**config.mk**
```make
export PLATFORM = sky130hd
export DESIGN_NAME = deskew_ctrl_flat
export DESIGN_NICKNAME = d
export VERILOG_FILES = /design/src/rtl/deskew_ctrl_if.sv /design/src/rtl/deskew_ctrl.sv /design/src/flat_wrapper.sv
export SDC_FILE = /design/constraint.sdc
export NUM_CORES = 1
export LEC_CHECK = 0
export CAP_MARGIN = 20
export CORE_MARGIN = 2
export CORE_UTILIZATION = 40
export DETAILED_ROUTE_END_ITERATION = 10
export PLACE_DENSITY = 0.67
export REMOVE_ABC_BUFFERS = 1
export SETUP_SLACK_MARGIN = 0.3
export SLEW_MARGIN = 30
export SYNTH_ARGS = -nofsm -noshare
export SYNTH_HDL_FRONTEND = slang
export SYNTH_SLANG_ARGS = --single-unit
```
**constraint.sdc**
```tcl
create_clock -name i_clock -period 3.7 [get_ports i_clock]
set_input_delay 0.74 -clock i_clock [delete_from_list [all_inputs] [get_ports i_clock]]
set_output_delay 0.74 -clock i_clock [all_outputs]
set_load 0.05 [all_outputs]
```
**src/rtl/deskew_ctrl_if.sv**
```systemverilog
// ============================================================================
// Module      : deskew_ctrl_if
// Description : Status/control bundle between the lane deskew FSM, the
//               per-lane alignment-marker lock logic and deskew_ctrl.
// Revision    : 1.0 - initial release
// ============================================================================
`default_nettype none

interface deskew_ctrl_if #(
  parameter int N_LANES  = 20,
  parameter int NB_RETRY = 3,
  parameter int NB_EVT   = 8
);
  logic                i_enable;
  logic [N_LANES-1:0]  i_am_lock;
  logic                i_deskew_done;
  logic                i_invalid_skew;
  logic                i_clear_fail;
  logic                o_resync;
  logic                o_align_status;
  logic                o_deskew_fail;
  logic [NB_RETRY-1:0] o_retry_count;
  logic [NB_EVT-1:0]   o_realign_count;
  logic [2:0]          o_state;

  // Side that drives lock/deskew status into the controller
  modport master (
    output i_enable, i_am_lock, i_deskew_done, i_invalid_skew, i_clear_fail,
    input  o_resync, o_align_status, o_deskew_fail, o_retry_count,
           o_realign_count, o_state
  );

  // Controller side
  modport slave (
    input  i_enable, i_am_lock, i_deskew_done, i_invalid_skew, i_clear_fail,
    output o_resync, o_align_status, o_deskew_fail, o_retry_count,
           o_realign_count, o_state
  );
endinterface

`default_nettype wire

```
**src/rtl/deskew_ctrl.sv**
```systemverilog
// ============================================================================
// Module      : deskew_ctrl
// Description : Supervisory controller for the 100GbE PCS lane deskew FSM.
//               Waits for all-lane AM lock, pulses resync, supervises deskew
//               completion/timeout/invalid skew with bounded retries, and
//               reports alignment status, sticky failure and event counters.
// Revision    : 1.0 - initial release
// ============================================================================
`default_nettype none

module deskew_ctrl #(
  parameter int N_LANES       = 20,
  parameter int ALIGN_TIMEOUT = 1024,
  parameter int MAX_RETRIES   = 4,
  parameter int HOLDOFF       = 256,
  parameter int NB_TIMER      = 16,
  parameter int NB_RETRY      = 3,
  parameter int NB_EVT        = 8
) (
  input  logic          i_clock,
  input  logic          i_reset,
  deskew_ctrl_if.slave  bus
);

  typedef enum logic [2:0] {
    WAIT_LOCK  = 3'd0,
    RESYNC     = 3'd1,
    WAIT_ALIGN = 3'd2,
    ALIGNED    = 3'd3,
    FAILED     = 3'd4
  } state_t;

  localparam logic [NB_TIMER-1:0] TIMEOUT_LAST = NB_TIMER'(ALIGN_TIMEOUT - 1);
  localparam logic [NB_TIMER-1:0] HOLDOFF_LAST = NB_TIMER'(HOLDOFF - 1);
  localparam logic [NB_RETRY-1:0] RETRY_LAST   = NB_RETRY'(MAX_RETRIES - 1);
  localparam logic [NB_EVT-1:0]   EVT_MAX      = '1;
  localparam logic [NB_TIMER-1:0] TIMER_ONE    = NB_TIMER'(1);
  localparam logic [NB_RETRY-1:0] RETRY_ONE    = NB_RETRY'(1);
  localparam logic [NB_EVT-1:0]   EVT_ONE      = NB_EVT'(1);

  state_t              state, state_d;
  logic [NB_TIMER-1:0] timer, timer_d;
  logic [NB_RETRY-1:0] retry, retry_d;
  logic [NB_EVT-1:0]   realign, realign_d;
  logic                fail, fail_d;

  logic [N_LANES-1:0]  lock;
  logic                all_lock;

  assign lock     = bus.i_am_lock;
  assign all_lock = &lock;

  // State and counter registers; frozen while the clock-enable is low
  always_ff @(posedge i_clock) begin
    if (!i_reset) begin
      state   <= WAIT_LOCK;
      timer   <= '0;
      retry   <= '0;
      realign <= '0;
      fail    <= 1'b0;
    end else if (bus.i_enable) begin
      state   <= state_d;
      timer   <= timer_d;
      retry   <= retry_d;
      realign <= realign_d;
      fail    <= fail_d;
    end
  end

  // Next-state logic; a clear request is applied first so that a
  // simultaneous entry to FAILED can override it, while a simultaneous
  // realign event is suppressed and leaves the counter at zero
  always_comb begin
    state_d   = state;
    timer_d   = timer;
    retry_d   = retry;
    realign_d = bus.i_clear_fail ? '0 : realign;
    fail_d    = bus.i_clear_fail ? 1'b0 : fail;

    case (state)
      WAIT_LOCK: begin
        if (all_lock) state_d = RESYNC;
      end

      RESYNC: begin
        timer_d = '0;
        state_d = WAIT_ALIGN;
      end

      WAIT_ALIGN: begin
        timer_d = timer + TIMER_ONE;
        if (!all_lock) begin
          state_d = WAIT_LOCK;
          retry_d = '0;
        end else if (bus.i_deskew_done) begin
          state_d = ALIGNED;
          retry_d = '0;
        end else if (bus.i_invalid_skew || (timer == TIMEOUT_LAST)) begin
          if (retry == RETRY_LAST) begin
            state_d = FAILED;
            fail_d  = 1'b1;
            timer_d = '0;
          end else begin
            retry_d = retry + RETRY_ONE;
            state_d = RESYNC;
          end
        end
      end

      ALIGNED: begin
        if (!all_lock || !bus.i_deskew_done) begin
          state_d = WAIT_LOCK;
          if (!bus.i_clear_fail && (realign != EVT_MAX)) begin
            realign_d = realign + EVT_ONE;
          end
        end
      end

      FAILED: begin
        timer_d = timer + TIMER_ONE;
        if (timer == HOLDOFF_LAST) begin
          retry_d = '0;
          state_d = WAIT_LOCK;
        end
      end

      default: begin
        state_d = WAIT_LOCK;
        timer_d = '0;
        retry_d = '0;
      end
    endcase
  end

  assign bus.o_resync        = (state == RESYNC) & bus.i_enable;
  assign bus.o_align_status  = (state == ALIGNED);
  assign bus.o_deskew_fail   = fail;
  assign bus.o_retry_count   = retry;
  assign bus.o_realign_count = realign;
  assign bus.o_state         = state;

endmodule

`default_nettype wire

```
**src/flat_wrapper.sv**
```systemverilog
// flat-port wrapper written by rule: the top's interface ports become plain ports
module deskew_ctrl_flat 
#(
  parameter int N_LANES       = 20,
  parameter int ALIGN_TIMEOUT = 1024,
  parameter int MAX_RETRIES   = 4,
  parameter int HOLDOFF       = 256,
  parameter int NB_TIMER      = 16,
  parameter int NB_RETRY      = 3,
  parameter int NB_EVT        = 8
)
  (i_clock, i_reset, bus_i_enable, bus_i_am_lock, bus_i_deskew_done, bus_i_invalid_skew, bus_i_clear_fail, bus_o_resync, bus_o_align_status, bus_o_deskew_fail, bus_o_retry_count, bus_o_realign_count, bus_o_state);
  deskew_ctrl_if #(.N_LANES(N_LANES), .NB_RETRY(NB_RETRY), .NB_EVT(NB_EVT)) bus_i ();
  input  logic i_clock;
  input  logic i_reset;
  input wire logic [$bits(bus_i.i_enable)-1:0] bus_i_enable;
  input wire logic [$bits(bus_i.i_am_lock)-1:0] bus_i_am_lock;
  input wire logic [$bits(bus_i.i_deskew_done)-1:0] bus_i_deskew_done;
  input wire logic [$bits(bus_i.i_invalid_skew)-1:0] bus_i_invalid_skew;
  input wire logic [$bits(bus_i.i_clear_fail)-1:0] bus_i_clear_fail;
  output wire logic [$bits(bus_i.o_resync)-1:0] bus_o_resync;
  output wire logic [$bits(bus_i.o_align_status)-1:0] bus_o_align_status;
  output wire logic [$bits(bus_i.o_deskew_fail)-1:0] bus_o_deskew_fail;
  output wire logic [$bits(bus_i.o_retry_count)-1:0] bus_o_retry_count;
  output wire logic [$bits(bus_i.o_realign_count)-1:0] bus_o_realign_count;
  output wire logic [$bits(bus_i.o_state)-1:0] bus_o_state;
  assign bus_i.i_enable = bus_i_enable;
  assign bus_i.i_am_lock = bus_i_am_lock;
  assign bus_i.i_deskew_done = bus_i_deskew_done;
  assign bus_i.i_invalid_skew = bus_i_invalid_skew;
  assign bus_i.i_clear_fail = bus_i_clear_fail;
  assign bus_o_resync = bus_i.o_resync;
  assign bus_o_align_status = bus_i.o_align_status;
  assign bus_o_deskew_fail = bus_i.o_deskew_fail;
  assign bus_o_retry_count = bus_i.o_retry_count;
  assign bus_o_realign_count = bus_i.o_realign_count;
  assign bus_o_state = bus_i.o_state;
  deskew_ctrl #(.N_LANES(N_LANES), .ALIGN_TIMEOUT(ALIGN_TIMEOUT), .MAX_RETRIES(MAX_RETRIES), .HOLDOFF(HOLDOFF), .NB_TIMER(NB_TIMER), .NB_RETRY(NB_RETRY), .NB_EVT(NB_EVT)) u_core (.i_clock(i_clock), .i_reset(i_reset), .bus(bus_i));
endmodule
```
==> flow_metrics.env <==
export IMPL_p_int_mw=0.5810
export IMPL_max_cap_viol_count=0
export IMPL_setup_ws_ps=714.4
export IMPL_muxShareOfSynthArea=0.03479
export IMPL_synth_seq_cells=31
export IMPL_fp_dieH_um=71.05
export IMPL_pwr_share_seq=0.458
export IMPL_num_antenna_cells=0
export IMPL_post_place_ws_ps=631.7
export IMPL_finalSetupViolCount=0
export IMPL_max_slew_margin=0.5436
export IMPL_required_ps=2960
export IMPL_status="complete, no violations"
export IMPL_numCtsBuffers=5
export IMPL_critical_path_class="in2out"
export IMPL_crit_fanout=8
export IMPL_slew_violations=0
export IMPL_fin_nets=290
export IMPL_vias_per_cell=5.466
export IMPL_critPathArrivalTime_ps=2250
export IMPL_pin_count=43
export IMPL_holdWs_ps=501.7
export IMPL_p_switching_mw=0.1475
export IMPL_antenna_found_initial=0
export IMPL_grt_remaining_overflow=0
export IMPL_cts_path_max_buffers=2
export IMPL_placed_cell_area_mm2=0.002265
export IMPL_grt_max_degree=13
export IMPL_synth_top_family_by_area="simple AND/OR/NAND/NOR gates"
export IMPL_hold_viol=0
export IMPL_cts_sinks=31
export IMPL_post_route_min_period_ps=2986
export IMPL_synthFlopType="dfxtp_1"
export IMPL_syn_instance_count=216
export IMPL_port_buffers=42
export IMPL_end_kind="output port"
export IMPL_die_width_um=71.05
export IMPL_drc=0
export IMPL_post_drt_wl_per_cell_um=13.32
export IMPL_powerDensity_mw_per_mm2=305.8
export IMPL_syn_cell_area_mm2=0.001798
export IMPL_final_layout_size_suffix_gt1_frac=0.09195
export IMPL_hp_class="reg2reg"
export IMPL_synth_edf_count=0
export IMPL_fin_skew_ps=4.612
export IMPL_fillers=400
export IMPL_vias=1711
export IMPL_dieArea_mm2=0.005047
export IMPL_ys_warn_count=0
export IMPL_place_congestion=0.8238
export IMPL_p_comb_frac=0.066
export IMPL_grt_usage=0.1772
export IMPL_start_util=0.4129
export IMPL_fin_util=0.5471
export IMPL_ctsResizeCount=0
export IMPL_area_growth_syn_to_layout_pct=32.50
export IMPL_rsz0062_at_grt="false"
export IMPL_synthArstFlopShare=0
export IMPL_synth_adder_area_share=0.02784
export IMPL_syn_avg_cell_area_um2=8.324
export IMPL_yosysUniqueCellTypes=47
export IMPL_clockRootBuffer="clkbuf_8"
export IMPL_dr_pass1_iters=4
export IMPL_pwr_share_clk=0.476
export IMPL_insertion_delay_ps=280
export IMPL_cts_tree="done"
export IMPL_worst_slew_pin_slew_ps=675.5
export IMPL_ir_drop_mv=0.2051
export IMPL_tns_ps=0
export IMPL_hold_buffers=0
export IMPL_post_dp_hpwl_mm=3.193
export IMPL_grt_pass1_vias=1595
export IMPL_htree_num_levels=2
export IMPL_first_iter_violations=56
export IMPL_seq_area_frac_synth=0.3452
export IMPL_synth_compound_area_frac=0.1308
export IMPL_antenna_left=0
export IMPL_fmax_mhz=334.9
export IMPL_sw_frac_of_total=0.2024
export IMPL_synth_simple_gate_area_share=0.3403
export IMPL_wl_mm=4.169
export IMPL_grt_pass1_wl_mm=7.334
export IMPL_fin_area_mm2=0.002382
export IMPL_postCtsSetupBuffers=0
export IMPL_clk_pin_slew_worst_paths_ps=70
export IMPL_coreArea_mm2=0.004354
export IMPL_synth_xor_area_frac=0.07794
export IMPL_num_rows=24
export IMPL_fin_crit_sh=0.8069
export IMPL_startpoint_type="primary input"
export IMPL_p_leak_nw=0.8044
[metal layers]
layer / track usage / vias to the layer above / wire (µm)
met4: 0.04193 / 0 / 55
met3: 0.04843 / 7 / 162
met2: 0.2845 / 26 / 1945
met5: 0 / - / 0
met1: 0.2379 / 804 / 2006
li1: - / 874 / -
[sequential cells by signal (all words and copies together) (netlist names)]
name                        flops
u_core.bus.o_retry_count        3
u_core.bus.o_realign_count      8
u_core.timer                   16
u_core.bus.o_deskew_fail        1
u_core.bus.o_state              3
[final timing paths]
| path | from | end | slack (ps) | cells after the start |
|---|---|---|---|---|
| worst min-delay path | u_core.bus.o_deskew_fail$_SDFFE_PN0P_ | u_core.bus.o_deskew_fail$_SDFFE_PN0P_ | 500 | 1 |
| worst max-delay path | bus_i_enable | bus_o_resync | 710 | 3 |
| worst max register to register | u_core.timer[1]$_SDFFE_PN0P_ | u_core.timer[9]$_SDFFE_PN0P_ | 1170 | 7 |
| worst min register to register | u_core.bus.o_deskew_fail$_SDFFE_PN0P_ | u_core.bus.o_deskew_fail$_SDFFE_PN0P_ | 500 | 1 |
[cell usage after synthesis (2+ instances only)]
cell type   n  share of area
a211oi_1    2         0.0083
a21oi_1     8          0.022
a31oi_1     2         0.0070
and2_0      2         0.0070
and2_1      2         0.0070
and3_1      5          0.017
and4_1      2         0.0097
clkbuf_1    5          0.010
dfxtp_1    31           0.35
ha_1        4          0.028
inv_1       9          0.019
mux2_2      2          0.013
mux2i_1     4          0.022
nand2_1    12          0.025
nand3_1    15          0.042
nand3b_1    2         0.0083
nand4_1     9          0.031
nor2_1     26          0.054
nor2b_1     2         0.0070
nor3_1      7          0.019
nor4_1      5          0.017
o211ai_1    3          0.013
o21a_1      2         0.0083
o21ai_0     8          0.022
o32ai_1     2         0.0097
or2_2       3          0.010
or3_1       7          0.024
or3b_2      2         0.0097
xnor2_1    11          0.054
xor2_1      5          0.024
[placed cells by master, fill, tap and decap left out, types with 8 or more instances in the layout]
cell type        count
dfxtp_1             31
xnor2_1             11
a21oi_1              8
nand4_1              9
o21ai_0              8
nor2_1              26
nand3_1             15
clkdlybuf4s50_1     41
inv_1                9
nand2_1             12
[final cells by class]
class / count / area (µm²) / share of cell area
multi-input cells: 169 / 1100 / 0.4617
flip-flops and latches: 31 / 620.6 / 0.2605
repair buffers: 44 / 445.4 / 0.1870
clock buffers: 6 / 82.58 / 0.03466
well taps: 52 / 65.06 / 0.02731
clock inverters: 2 / 35.03 / 0.01471
inverters: 9 / 33.78 / 0.01418
[metrics by stage]
stage | instances | total power [mW]
floorplan | 209 | 0.3536
global placement | 305 | 0.3887
detailed placement | 305 | 0.3890
CTS | 313 | 0.7371
global route | 313 | 0.7541
finish | 313 | 0.7285
[power groups by stage]
stage / Clock [mW] / Combinational (mW) / Sequential, mW
2_1_floorplan: 0 / 0.0125 / 0.341
3_3_place_gp: 0 / 0.0476 / 0.341
3_5_place_dp: 0 / 0.0479 / 0.341
4_1_cts: 0.356 / 0.0479 / 0.333
5_1_grt: 0.369 / 0.0516 / 0.333
6_report: 0.347 / 0.0478 / 0.334
[logic make-up after synthesis]
kind of cell / after synthesis
AO/OA/AOI/OAI: 33
flip-flops: 31
XOR/XNOR: 16
multiplexers: 6
buffers and inverters: 16
AND/OR/NAND/NOR: 110
adder cells (fa/ha/maj): 4
[critical path, stage by stage]
cell and delay (ps):
clkdlybuf4s50_1 620, nor4bb_1 660, buf_12 220
No activity file was read; power rests on OpenSTA's default activity.
